==> src/rtl/nvram_upload_reader.sv <==
// HPS upload responder: returns NVRAM bytes on ioctl_din while holding the game CPUs paused.
// In-range byte ready RD_LAT+2 cycles after ioctl_rd, with ioctl_wait high meanwhile; padding bytes come back in 1 cycle.
module nvram_upload_reader #(
  parameter int         ADDR_W    = 10,
  parameter int         SIZE      = 1024,
  parameter int         RD_LAT    = 2,
  parameter logic [7:0] INDEX     = 8'd4,
  parameter int         TIMEOUT_W = 20
) (
  input  logic              clk_sys,
  input  logic              reset_n,
  input  logic              save_req,
  input  logic              ioctl_upload,
  input  logic [7:0]        ioctl_index,
  input  logic              ioctl_rd,
  input  logic [24:0]       ioctl_addr,
  output logic [7:0]        ioctl_din,
  output logic              ioctl_wait,
  output logic              ioctl_upload_req,
  output logic [ADDR_W-1:0] mem_addr,
  output logic              mem_rd,
  input  logic [7:0]        mem_q,
  output logic              cpu_pause,
  output logic              busy
);

  typedef enum logic [1:0] {S_IDLE, S_REQ, S_ACTIVE, S_READ} state_t;

  localparam logic [24:0] SIZE_L = 25'(SIZE);
  localparam logic [2:0]  LAT_L  = 3'(RD_LAT);

  state_t                state, state_nxt;
  logic                  save_q;
  logic [TIMEOUT_W-1:0]  tcnt, tcnt_nxt;
  logic [2:0]            lat_cnt, lat_nxt;
  logic [7:0]            din_q, din_nxt;
  logic [ADDR_W-1:0]     addr_q, addr_nxt;
  logic                  match, save_rise, in_range;

  assign match     = ioctl_upload && (ioctl_index == INDEX);
  assign save_rise = save_req && !save_q;
  // Full-width compare so aliased high addresses read as padding.
  assign in_range  = (ioctl_addr < SIZE_L);

  always_ff @(posedge clk_sys or negedge reset_n) begin
    if (!reset_n) begin
      state   <= S_IDLE;
      save_q  <= 1'b0;
      tcnt    <= '0;
      lat_cnt <= '0;
      din_q   <= 8'h00;
      addr_q  <= '0;
    end else begin
      state   <= state_nxt;
      save_q  <= save_req;
      tcnt    <= tcnt_nxt;
      lat_cnt <= lat_nxt;
      din_q   <= din_nxt;
      addr_q  <= addr_nxt;
    end
  end

  always_comb begin
    state_nxt = state;
    tcnt_nxt  = '0;
    lat_nxt   = '0;
    din_nxt   = din_q;
    addr_nxt  = addr_q;
    case (state)
      S_IDLE: begin
        if (match)          state_nxt = S_ACTIVE;
        else if (save_rise) state_nxt = S_REQ;
      end
      S_REQ: begin
        if (match)        state_nxt = S_ACTIVE;
        else if (&tcnt)   state_nxt = S_IDLE;
        else              tcnt_nxt  = tcnt + TIMEOUT_W'(1);
      end
      S_ACTIVE: begin
        if (!match) begin
          state_nxt = S_IDLE;
        end else if (ioctl_rd) begin
          if (in_range) begin
            state_nxt = S_READ;
            addr_nxt  = ioctl_addr[ADDR_W-1:0];
          end else begin
            din_nxt = 8'hFF;
          end
        end
      end
      S_READ: begin
        // An abandoned read leaves the last returned byte in place.
        if (!match) begin
          state_nxt = S_IDLE;
        end else if (lat_cnt == LAT_L) begin
          din_nxt   = mem_q;
          state_nxt = S_ACTIVE;
        end else begin
          lat_nxt = lat_cnt + 3'd1;
        end
      end
      default: state_nxt = S_IDLE;
    endcase
  end

  always_comb begin
    busy             = (state != S_IDLE);
    cpu_pause        = (state != S_IDLE);
    ioctl_wait       = (state == S_READ);
    mem_rd           = (state == S_READ) && (lat_cnt == 3'd0);
    ioctl_upload_req = (state == S_REQ) && (tcnt == '0);
    ioctl_din        = din_q;
    mem_addr         = addr_q;
  end

endmodule
==> config.mk <==
export PLATFORM = sky130hd
export DESIGN_NAME = nvram_upload_reader
export DESIGN_NICKNAME = d
export VERILOG_FILES = /design/src/rtl/nvram_upload_reader.sv
export SDC_FILE = /design/constraint.sdc
export NUM_CORES = 1
export LEC_CHECK = 0
export BUFFER_PORTS_ARGS = -buffer_cell sky130_fd_sc_hd__buf_2
export CAP_MARGIN = 25
export CORE_MARGIN = 1.5
export CORE_UTILIZATION = 45
export DETAILED_ROUTE_END_ITERATION = 6
export HOLD_SLACK_MARGIN = 0.08
export PLACE_DENSITY = 0.77
export SYNTH_ARGS = -nofsm -noshare
export SYNTH_HDL_FRONTEND = slang
export SYNTH_SLANG_ARGS = --single-unit
==> constraint.sdc <==
create_clock -name clk_sys -period 2.4 [get_ports clk_sys]
set_input_delay 0.48 -clock clk_sys [delete_from_list [all_inputs] [get_ports clk_sys]]
set_output_delay 0.48 -clock clk_sys [all_outputs]
set_load 0.005 [all_outputs]
==> results.py, run 1 <==
metrics = {
    "placed_design": {
        "numPortBuffers": 68,
        "place_congestion": 0.841,
        "dp.cells": 315,
        "dp_hpwl_um": 3550,
    },
    "setup_path": {
        "critPathLaunch": "tcnt[5]",
        "r2r_start": "tcnt[0]",
        "critical_path_buf_inv_count": 1,
        "arrival_ns": 1.74,
        "critPathLaunchType": "register",
        "crit_chain": "nor4_1 -> nand3_1 -> nor4_1 -> buf_2",
        "path_class": "reg -> out",
        "r2r_slack_ns": 0.49,
        "cpMaxStageDelayCell": "dfrtp_1",
        "max_stage_delay_ns": 0.48,
        "reg2reg_to": "state[0]",
        "worstPathRequired_ns": 1.92,
        "critPathTopFamily": "simple AND/OR/NAND/NOR gates",
        "critical_path.endpoint_type": "primary output",
        "worstPathMaxFanout": 7,
        "crit_top_cell": "nor4_1",
        "r2r_cells": 5,
    },
    "final_layout": {
        "final_core_util_pct": 58.8,
        "syn_to_final_growth_pct": 23.0,
        "multiInputGateArea_sq_um": 975,
        "insertedDiodeCount": 0,
        "n_fill_cell": 391,
        "stdcell_count": 323,
        "drive_above_1_share_pct": 36.2,
        "final_nets": 318,
        "seq_area_sq_um": 1100,
    },
    "logic_synthesis": {
        "synth-edff-count": 0,
        "synth_top_family_by_area": "simple AND/OR/NAND/NOR gates",
        "synth_area_sq_um": 2140,
        "synth_fa_ha_area_share_pct": 1.17,
        "avgSynthCellArea_sq_um": 10.7,
        "yosys_most_used_dff": "dfrtp_1",
        "synth_area_leaders": "dfrtp_1 (51%), mux2_2 (5.3%), nor2_1 (3.5%)",
        "seq_area_frac_synth_pct": 51.5,
        "async_flop_share_pct": 100,
        "synth_cell_types": 40,
        "synth-simple-area-share_pct": 24.3,
        "synth_nets": 247,
        "synth_xor_area_share_pct": 5.32,
        "ys_warn_count": 0,
        "syn_inst": 199,
        "synth_seq_cells": 44,
        "yosys.area.top_type_share_pct": 51.5,
        "synth_top_area_cell": "dfrtp_1",
        "muxShareOfSynthArea_pct": 5.27,
        "synth_compound_area_share_pct": 9.48,
    },
    "global_route": {
        "grt.total_usage_pct": 19.0,
        "grt_max_degree": 29,
        "grt_pass1_vias": 1708,
        "antenna_found_initial": 0,
        "overflow": 0,
        "grt_pass1_wl_um": 7750,
    },
    "timing": {
        "setup_viol": 0,
        "worst_pin_slew_ns": 0.607,
        "hold_viol_final": 0,
        "tns_ns": 0,
        "slew_headroom_pct": 59.5,
        "min_period_ns": 2.22,
        "finalCritPeriodShare_pct": 92.7,
        "fmax_ghz": 0.450,
        "fin_skew_ns": 0.00896,
        "rsz0062_at_grt": "false",
        "slew_viol_final": 0,
    },
    "detailed_routing": {
        "drt.antenna.violating_nets": 0,
        "route.detailed.drc": 0,
        "first_pass_iters": 4,
        "drt_iter0_drc": 133,
        "wl_um": 4640,
        "wl_per_cell_um": 14.4,
        "viasPerCell": 5.61,
        "vias": 1812,
    },
    "floorplanning": {
        "initial_core_util_pct": 47.8,
        "die_x_um": 71.9,
        "die_area_sq_um": 5170,
        "io_pins": 69,
        "rows": 24,
        "core_area_sq_um": 4470,
        "die_y_um": 71.9,
    },
    "clock_network": {
        "clock_latency_ns": 0.29,
        "cts.clk_slew.worst_paths_ns": 0.08,
        "cts_sinks": 44,
        "clk_path_buf_depth": 2,
        "cts_hold_buf": 0,
        "htreeDepth": 2,
        "cts_resized": 0,
        "cts_buffers": 5,
        "cts_tree": "built",
        "clock-root-buffer": "clkbuf_8",
        "cts_setup_buffers": 0,
    },
    "status": {
        "status": "completed",
    },
    "power": {
        "peakVddDrop_uv": 430,
        "clockPowerShare_pct": 33.3,
        "net-switching-power_w": 0.000464,
        "p_per_area_nw_per_um2": 638,
        "seqPwrFrac_pct": 50.3,
        "leakage_nw": 1.32,
        "swShare_pct": 27.6,
        "intPower_w": 0.00121,
        "p_comb_share_pct": 16.4,
        "p_total_w": 0.00168,
    },
    "worst_hold_path": {
        "hold_path.class": "in -> async",
    },
    "job": {
        "maxCapViolCount": 0,
    },
}
through the flow:
step / hold slack [ns] / cell area [sq um] / worst slack, ns
after global placement: 0.465 / 2520 / 0.223
after detailed placement: 0.473 / 2520 / 0.169
after floorplan: 0.184 / 2140 / 0.508
after CTS: 0.205 / 2630 / 0.188
after global routing: 0.226 / 2630 / 0.0584
final: 0.191 / 2630 / 0.176
worst register-to-register path: cells and delay by family, from the launching register on:
| family | cells | cell delay (ns) |
|---|---|---|
| AO/OA/AOI/OAI | 2 | 0.61 |
| AND/OR/NAND/NOR | 2 | 0.49 |
| flip-flops | 1 | 0.40 |
| adder cells (fa/ha/maj) | 1 | 0.27 |
metal layers:
metal | part of all wire, % | global-route usage [%] | vias up
li1 | - | - | 871
met4 | 1.6 | 5.87 | 0
met2 | 48 | 32.1 | 65
met5 | 0 | 0 | -
met3 | 5.5 | 3.61 | 10
met1 | 45 | 24.9 | 866
state kept, by name (all words and copies together), names as in the netlist:
register	count
tcnt	20
mem_addr	10
ioctl_din	8
lat_cnt	3
state	2
save_q	1
worst max-delay path by stage:
stage,endpoint,cells after the start
after floorplan,mem_addr[0],4
after global placement,mem_addr[0],5
after detailed placement,mem_addr[3],5
after CTS,ioctl_upload_req,4
after global routing,ioctl_upload_req,4
final,ioctl_upload_req,4
final cells by class:
type,instances,share of cell area [%]
multi-input cells,142,37.1
flip-flops and latches,44,41.9
inverters,7,0.999
repair buffers,70,13.5
well taps,52,2.47
clock buffers,6,2.76
clock inverters,2,1.33
logic make-up after synthesis:
group | count (synthesis)
AO/OA/AOI/OAI | 27
XOR/XNOR | 13
adder cells (fa/ha/maj) | 2
buffers and inverters | 13
flip-flops | 44
multiplexers | 10
AND/OR/NAND/NOR | 90
power by group through the flow:
stage	sequential, W	combinational, W	clock [W]
2_1_floorplan	0.000835	0.000191	0
3_3_place_gp	0.000857	0.000272	0
3_5_place_dp	0.000860	0.000278	0
4_1_cts	0.000845	0.000280	0.000569
5_1_grt	0.000857	0.000319	0.000602
6_report	0.000844	0.000276	0.000559
cell usage after synthesis, types with 3 or more instances:
| library cell | number |
|---|---|
| mux2_2 | 10 |
| nand2_1 | 11 |
| and3_1 | 3 |
| o22a_1 | 8 |
| xor2_1 | 6 |
| or2_2 | 3 |
| inv_1 | 7 |
| nor3_1 | 7 |
| o31ai_1 | 6 |
| nand3_1 | 8 |
| or4_1 | 5 |
| nor2_1 | 20 |
| nor2b_1 | 4 |
| a21oi_1 | 7 |
| nand4_1 | 6 |
| dfrtp_1 | 44 |
| nor4_1 | 10 |
| xnor2_1 | 7 |
layout by cell type, fill, tap and decap left out, types with 8 or more instances in the layout:
master,synthesis,routed
nor4_1,10,10
nor2_1,20,20
nand2_1,11,11
o22a_1,8,8
mux2_2,10,10
dfrtp_1,44,44
nand3_1,8,8
buf_2,2,68
No activity file was read; power rests on OpenSTA's default activity.
==> run 2, diff against run 1 <==
--- a/config.mk
+++ b/config.mk
@@ -10,6 +10,7 @@
 export CORE_MARGIN = 1.5
 export CORE_UTILIZATION = 45
 export DETAILED_ROUTE_END_ITERATION = 6
+export GPL_TIMING_DRIVEN = 0
 export HOLD_SLACK_MARGIN = 0.08
 export PLACE_DENSITY = 0.77
 export SYNTH_ARGS = -nofsm -noshare
==> run 2 against run 1 <==
  * Non-clock buffer count rose by 6
  * Via count rose by 0.33%
  * Count of clock-buffer cells in the layout did not move
  * Sequential share of layout area fell by 0.80 points
  * Critical path depth rose by 1
  * Total power rose by 0.50%
  * First-iteration DRC count fell by 53%
  * Routed wire length fell by 1.8%
  * Global-route usage fell by 1.0 points
  * Largest power group unchanged
==> results.py, run 2 (synthesis results as in run 1) <==
metrics = {
    "status": {
        "status": "completed",
    },
    "power": {
        "peakVddDrop_uv": 248,
        "leakage_nw": 1.35,
        "p_comb_share_pct": 18.2,
        "intPower_w": 0.00123,
        "clockPowerShare_pct": 32.4,
        "p_per_area_nw_per_um2": 629,
        "net-switching-power_w": 0.000457,
        "swShare_pct": 27.1,
        "seqPwrFrac_pct": 49.4,
    },
    "timing": {
        "final.setup.worst_slack_ns": 0.135,
        "rsz0062_at_grt": "false",
        "finalCritPeriodShare_pct": 94.4,
        "slew_viol_final": 0,
        "fin_skew_ns": 0.00886,
        "tns_ns": 0,
        "slew_headroom_pct": 67.6,
        "worst_pin_slew_ns": 0.485,
        "min_period_ns": 2.27,
        "hold_viol_final": 0,
        "setup_viol": 0,
        "fmax_ghz": 0.441,
    },
    "placed_design": {
        "place_area_sq_um": 2540,
        "place_ws_ns": 0.0893,
        "place_congestion": 0.821,
        "dp_hpwl_um": 3330,
        "dp.cells": 319,
        "numPortBuffers": 68,
    },
    "detailed_routing": {
        "drt_iter0_drc": 62,
        "wl_um": 4560,
        "route.detailed.drc": 0,
        "drt.antenna.violating_nets": 0,
        "first_pass_iters": 4,
        "vias": 1818,
        "viasPerCell": 5.53,
        "wl_per_cell_um": 13.9,
    },
    "setup_path": {
        "worstPathRequired_ns": 1.92,
        "path_class": "reg -> out",
        "worstPathMaxFanout": 8,
        "critPathLaunch": "tcnt[2]",
        "arrival_ns": 1.79,
        "r2r_cells": 7,
        "critPathLaunchType": "register",
        "r2r_start": "tcnt[0]",
        "worstSetupEndpoint": "ioctl_upload_req",
        "critical_path.endpoint_type": "primary output",
        "r2r_slack_ns": 0.40,
        "reg2reg_to": "tcnt[9]",
    },
    "floorplanning": {
        "initial_core_util_pct": 47.8,
        "rows": 24,
        "core_area_sq_um": 4470,
        "die_x_um": 71.9,
        "die_y_um": 71.9,
        "die_area_sq_um": 5170,
        "io_pins": 69,
    },
    "clock_network": {
        "htreeDepth": 2,
        "cts_tree": "built",
        "cts_setup_buffers": 0,
        "clock-root-buffer": "clkbuf_8",
        "cts.clk_slew.worst_paths_ns": 0.08,
        "cts_buffers": 5,
        "clk_path_buf_depth": 2,
        "cts_hold_buf": 0,
        "clock_latency_ns": 0.29,
        "cts_resized": 0,
        "cts_sinks": 44,
    },
    "final_layout": {
        "final_core_util_pct": 59.9,
        "largest_reg_flops": 20,
        "finalInstanceArea_sq_um": 2680,
        "regMostFlops": "tcnt",
        "stdcell_count": 329,
        "insertedDiodeCount": 0,
        "final_cell_mix": "buf_2 (70), dfrtp_1 (44), nor2_1 (20)",
        "final_common_cell": "buf_2",
        "drive_above_1_share_pct": 36.5,
        "syn_to_final_growth_pct": 25.4,
        "final_nets": 324,
    },
    "worst_hold_path": {
        "hold_start": "save_req",
        "holdPathStages": 1,
        "hold_path.class": "in -> reg",
    },
    "job": {
        "maxCapViolCount": 0,
    },
    "global_route": {
        "antenna_found_initial": 0,
        "overflow": 0,
        "grt_pass1_wl_um": 7200,
        "grt_pass1_vias": 1655,
        "grt.total_usage_pct": 17.9,
        "grt_max_degree": 45,
    },
}
run 2: cell count changes in the layout (fill, tap and decap cells not counted), sizes merged:
cell,delta
buf,+3
clkbuf,+2
dlygate4sd3,+1
run 2: worst min path at each step:
stage | endpoint | slack (ns)
global placement | ioctl_din[1] | 0.46
CTS | save_q | 0.30
floorplan | ioctl_din[0] | 0.18
finish | save_q | 0.31
global route | save_q | 0.29
detailed placement | ioctl_din[5] | 0.47
run 2: area by class of cell:
cell class,instances,area (sq um)
clock buffer,6,72.6
multi-input combinational,142,975
timing repair buffer,70,370
sequential,44,1100
fill,390,1790
clock inverter,2,35.0
tap,52,65.1
inverter,7,26.3
buffer,6,36.3
run 2: through the flow:
step	power, W	hold WS (ns)
6_report	0.00169	0.308
5_1_grt	0.00179	0.293
4_1_cts	0.00171	0.296
3_5_place_dp	0.00115	0.472
3_3_place_gp	0.00114	0.465
2_1_floorplan	0.00103	0.184
run 2: power groups by stage:
stage | combinational (W) | clock [W] | sequential, W
6_report | 0.000306 | 0.000547 | 0.000834
4_1_cts | 0.000305 | 0.000569 | 0.000833
5_1_grt | 0.000345 | 0.000604 | 0.000839
3_3_place_gp | 0.000296 | 0 | 0.000845
2_1_floorplan | 0.000191 | 0 | 0.000835
3_5_place_dp | 0.000304 | 0 | 0.000846
run 2: routing by layer:
metal | global-route usage (%) | wire, um | part of all wire, %
met1 | 22.0 | 1940 | 42
met2 | 29.9 | 2260 | 49
met3 | 4.31 | 276 | 6.1
met4 | 8.60 | 89 | 2.0
met5 | 0 | 0 | 0
run 2: critical path: stages (launching register included):
cell and delay (ns):
dfrtp_1 0.37, clkbuf_1 0.19, nor4_1 0.29, nand3_1 0.13
nor4_1 0.34, buf_2 0.18
==> run 3, diff against run 2 <==
--- a/config.mk
+++ b/config.mk
@@ -5,6 +5,7 @@
 export SDC_FILE = /design/constraint.sdc
 export NUM_CORES = 1
 export LEC_CHECK = 0
+export ABC_AREA = 1
 export BUFFER_PORTS_ARGS = -buffer_cell sky130_fd_sc_hd__buf_2
 export CAP_MARGIN = 25
 export CORE_MARGIN = 1.5
@@ -12,7 +13,7 @@
 export DETAILED_ROUTE_END_ITERATION = 6
 export GPL_TIMING_DRIVEN = 0
 export HOLD_SLACK_MARGIN = 0.08
-export PLACE_DENSITY = 0.77
+export PLACE_DENSITY = 0.76
 export SYNTH_ARGS = -nofsm -noshare
 export SYNTH_HDL_FRONTEND = slang
 export SYNTH_SLANG_ARGS = --single-unit
==> run 3 against run 2 <==
  * First-iteration DRC count down 24%
  * Combinational power up 18%
  * Routed wire length down 1.6%
  * Non-clock buffer count down 1
  * Critical path depth up 2
  * Maximum frequency up 9.3%
  * Via count up 8.6%
  * Worst hold slack worse by 0.0056 ns
  * Global-route usage up 0.84 points
  * Critical path type unchanged
  * Largest power group unchanged
==> results.py, run 3 <==
metrics = {
    "final_layout": {
        "final_nets": 411,
        "final_core_util_pct": 59.3,
        "final_common_cell": "buf_2",
        "insertedDiodeCount": 0,
        "largest_reg_flops": 20,
        "syn_to_final_growth_pct": 25.1,
        "drive_above_1_share_pct": 26.1,
        "regMostFlops": "tcnt",
        "final_cell_mix": "buf_2 (69), nand2_1 (50), nor2_1 (49)",
    },
    "floorplanning": {
        "core_area_sq_um": 4790,
        "rows": 25,
        "die_area_sq_um": 5480,
        "io_pins": 69,
        "die_y_um": 74.0,
        "die_x_um": 74.0,
        "initial_core_util_pct": 47.5,
    },
    "clock_network": {
        "clock_latency_ns": 0.30,
        "cts_resized": 0,
        "cts_setup_buffers": 0,
        "cts_sinks": 44,
        "cts_buffers": 5,
        "cts_tree": "built",
        "clock-root-buffer": "clkbuf_8",
        "clk_path_buf_depth": 2,
        "cts.clk_slew.worst_paths_ns": 0.08,
        "htreeDepth": 2,
    },
    "global_route": {
        "grt_pass1_vias": 1904,
        "grt_max_degree": 45,
        "grt_pass1_wl_um": 8010,
        "antenna_found_initial": 0,
        "grt.total_usage_pct": 18.8,
        "overflow": 0,
    },
    "logic_synthesis": {
        "synth_seq_cells": 44,
        "yosys_most_used_dff": "dfrtp_1",
        "synth_area_leaders": "dfrtp_1 (48%), nand2_1 (8.3%), nor2_1 (8.1%)",
        "synth_top_cells_by_count": "nand2_1 (50), nor2_1 (49), inv_1 (48)",
        "synth_area_sq_um": 2270,
        "seq_area_frac_synth_pct": 48.5,
        "syn_inst": 286,
        "synth-edff-count": 0,
        "async_flop_share_pct": 100,
        "synth.most_common_cell": "nand2_1",
        "synth_top_area_cell": "dfrtp_1",
        "yosys.area.top_type_share_pct": 48.5,
        "synth_nets": 334,
        "ys_warn_count": 0,
        "synth_cell_types": 28,
        "avgSynthCellArea_sq_um": 7.94,
    },
    "detailed_routing": {
        "drt_iter0_drc": 47,
        "top_layer_used": "met4",
        "drt.antenna.violating_nets": 0,
        "viasPerCell": 4.58,
        "vias": 1974,
        "wl_met3_um": 234,
        "route.met2.wl_um": 2170,
        "route.detailed.drc": 0,
        "wl_um": 4480,
        "first_pass_iters": 4,
        "wl_met1_um": 2030,
        "wl_per_cell_um": 10.4,
    },
    "timing": {
        "min_period_ns": 2.07,
        "slew_viol_final": 0,
        "rsz0062_at_grt": "false",
        "tns_ns": 0,
        "worst_pin_slew_ns": 0.417,
        "hold_viol_final": 0,
        "fmax_ghz": 0.483,
        "slew_headroom_pct": 72.0,
        "finalCritPeriodShare_pct": 86.3,
        "fin_skew_ns": 0.00765,
        "setup_viol": 0,
    },
    "power": {
        "peakVddDrop_uv": 345,
        "leakage_nw": 1.46,
        "p_per_area_nw_per_um2": 611,
    },
    "setup_path": {
        "path_class": "reg -> out",
        "r2r_start": "tcnt[0]",
        "critPathLaunch": "tcnt[0]",
        "critPathLaunchType": "register",
        "r2r_slack_ns": 0.69,
        "critical_path.endpoint_type": "primary output",
        "arrival_ns": 1.59,
        "worstPathRequired_ns": 1.92,
        "worstPathMaxFanout": 4,
    },
    "placed_design": {
        "dp_hpwl_um": 3420,
        "place_congestion": 0.854,
        "numPortBuffers": 68,
    },
    "worst_hold_path": {
        "hold_path.class": "in -> reg",
        "hold_start": "save_req",
    },
    "status": {
        "status": "completed",
    },
    "job": {
        "maxCapViolCount": 0,
    },
}
-- run 3: changes by cell type after synthesis, sizes merged, moves of 8 or more --
cell | previous run | this run
inv | 7 | 49
nand2 | 11 | 52
nor2 | 20 | 53
nand3 | 8 | 19
o21ai | 0 | 11
mux2 | 10 | 0
nor3 | 8 | 17
o22a | 8 | 0
-- run 3: worst max-delay path: stages (launching register included) --
cell and delay, ns:
dfrtp_1 0.43, inv_1 0.07, ha_1 0.14, nand4_1 0.09, nor4_1 0.21, nand3_1 0.11, nor2_1 0.13, buf_2 0.13
-- run 3: cells by family (layout without fill, tap and decap cells) --
| logic type | after synthesis | count (layout) | share of synthesized area [%] |
|---|---|---|---|
| simple gates | 149 | 149 | 30.7 |
| buf+inv | 54 | 132 | 9.48 |
| flops | 44 | 44 | 48.5 |
| compound gates | 27 | 27 | 6.34 |
| xor+xnor | 10 | 10 | 3.86 |
| fa+ha+maj | 2 | 2 | 1.10 |
-- run 3: stage by stage --
step / power, W / std cells / hold WS, ns / area, sq um / setup slack (ns)
floorplan: 0.00104 / 286 / 0.184 / 2270 / 0.897
CTS: 0.00175 / 429 / 0.292 / 2810 / 0.298
detailed placement: 0.00118 / 421 / 0.479 / 2700 / 0.567
global route: 0.00185 / 431 / 0.286 / 2840 / 0.187
global placement: 0.00117 / 421 / 0.465 / 2700 / 0.627
finish: 0.00174 / 431 / 0.302 / 2840 / 0.328
-- run 3: layout make-up --
class / instances / area [sq um]
Tap cell: 67 / 83.8
Timing Repair Buffer: 70 / 370
Fill cell: 443 / 1950
Inverter: 49 / 184
Sequential cell: 44 / 1100
Multi-Input combinational cell: 188 / 955
Buffer: 5 / 31.3
Clock buffer: 5 / 68.8
Clock inverter: 3 / 46.3
-- run 3: repair_timing --
| item | 4_1_cts | 5_1_grt |
|---|---|---|
| endpoints found under the hold margin | 0 | 1 |
| endpoints found under the setup margin | 0 | 0 |
| hold buffers | 0 | 1 |
-- run 3: path summary, 6_finish.rpt --
path	end	depth (start not counted)
min in group asynchronous	tcnt[9]	2
worst max register to register	tcnt[14]	9
worst max-delay path	ioctl_upload_req	7
worst min-delay path	save_q	1
worst min register to register	mem_addr[7]	2
max in group asynchronous	tcnt[14]	3
-- run 3: power by group --
part / internal (W) / leakage (nW) / switching, W / total, W
registers: 0.000769 / 0.567 / 0.0000323 / 0.000802
logic: 0.000155 / 0.842 / 0.000205 / 0.000360
clock network: 0.000313 / 0.0548 / 0.000260 / 0.000574
-- run 3: routing by layer --
metal | vias to the layer above | global-route usage (%)
met4 | 0 | 5.14
met1 | 878 | 23.5
li1 | 1044 | -
met5 | - | 0
met2 | 46 | 31.3
met3 | 6 | 6.10
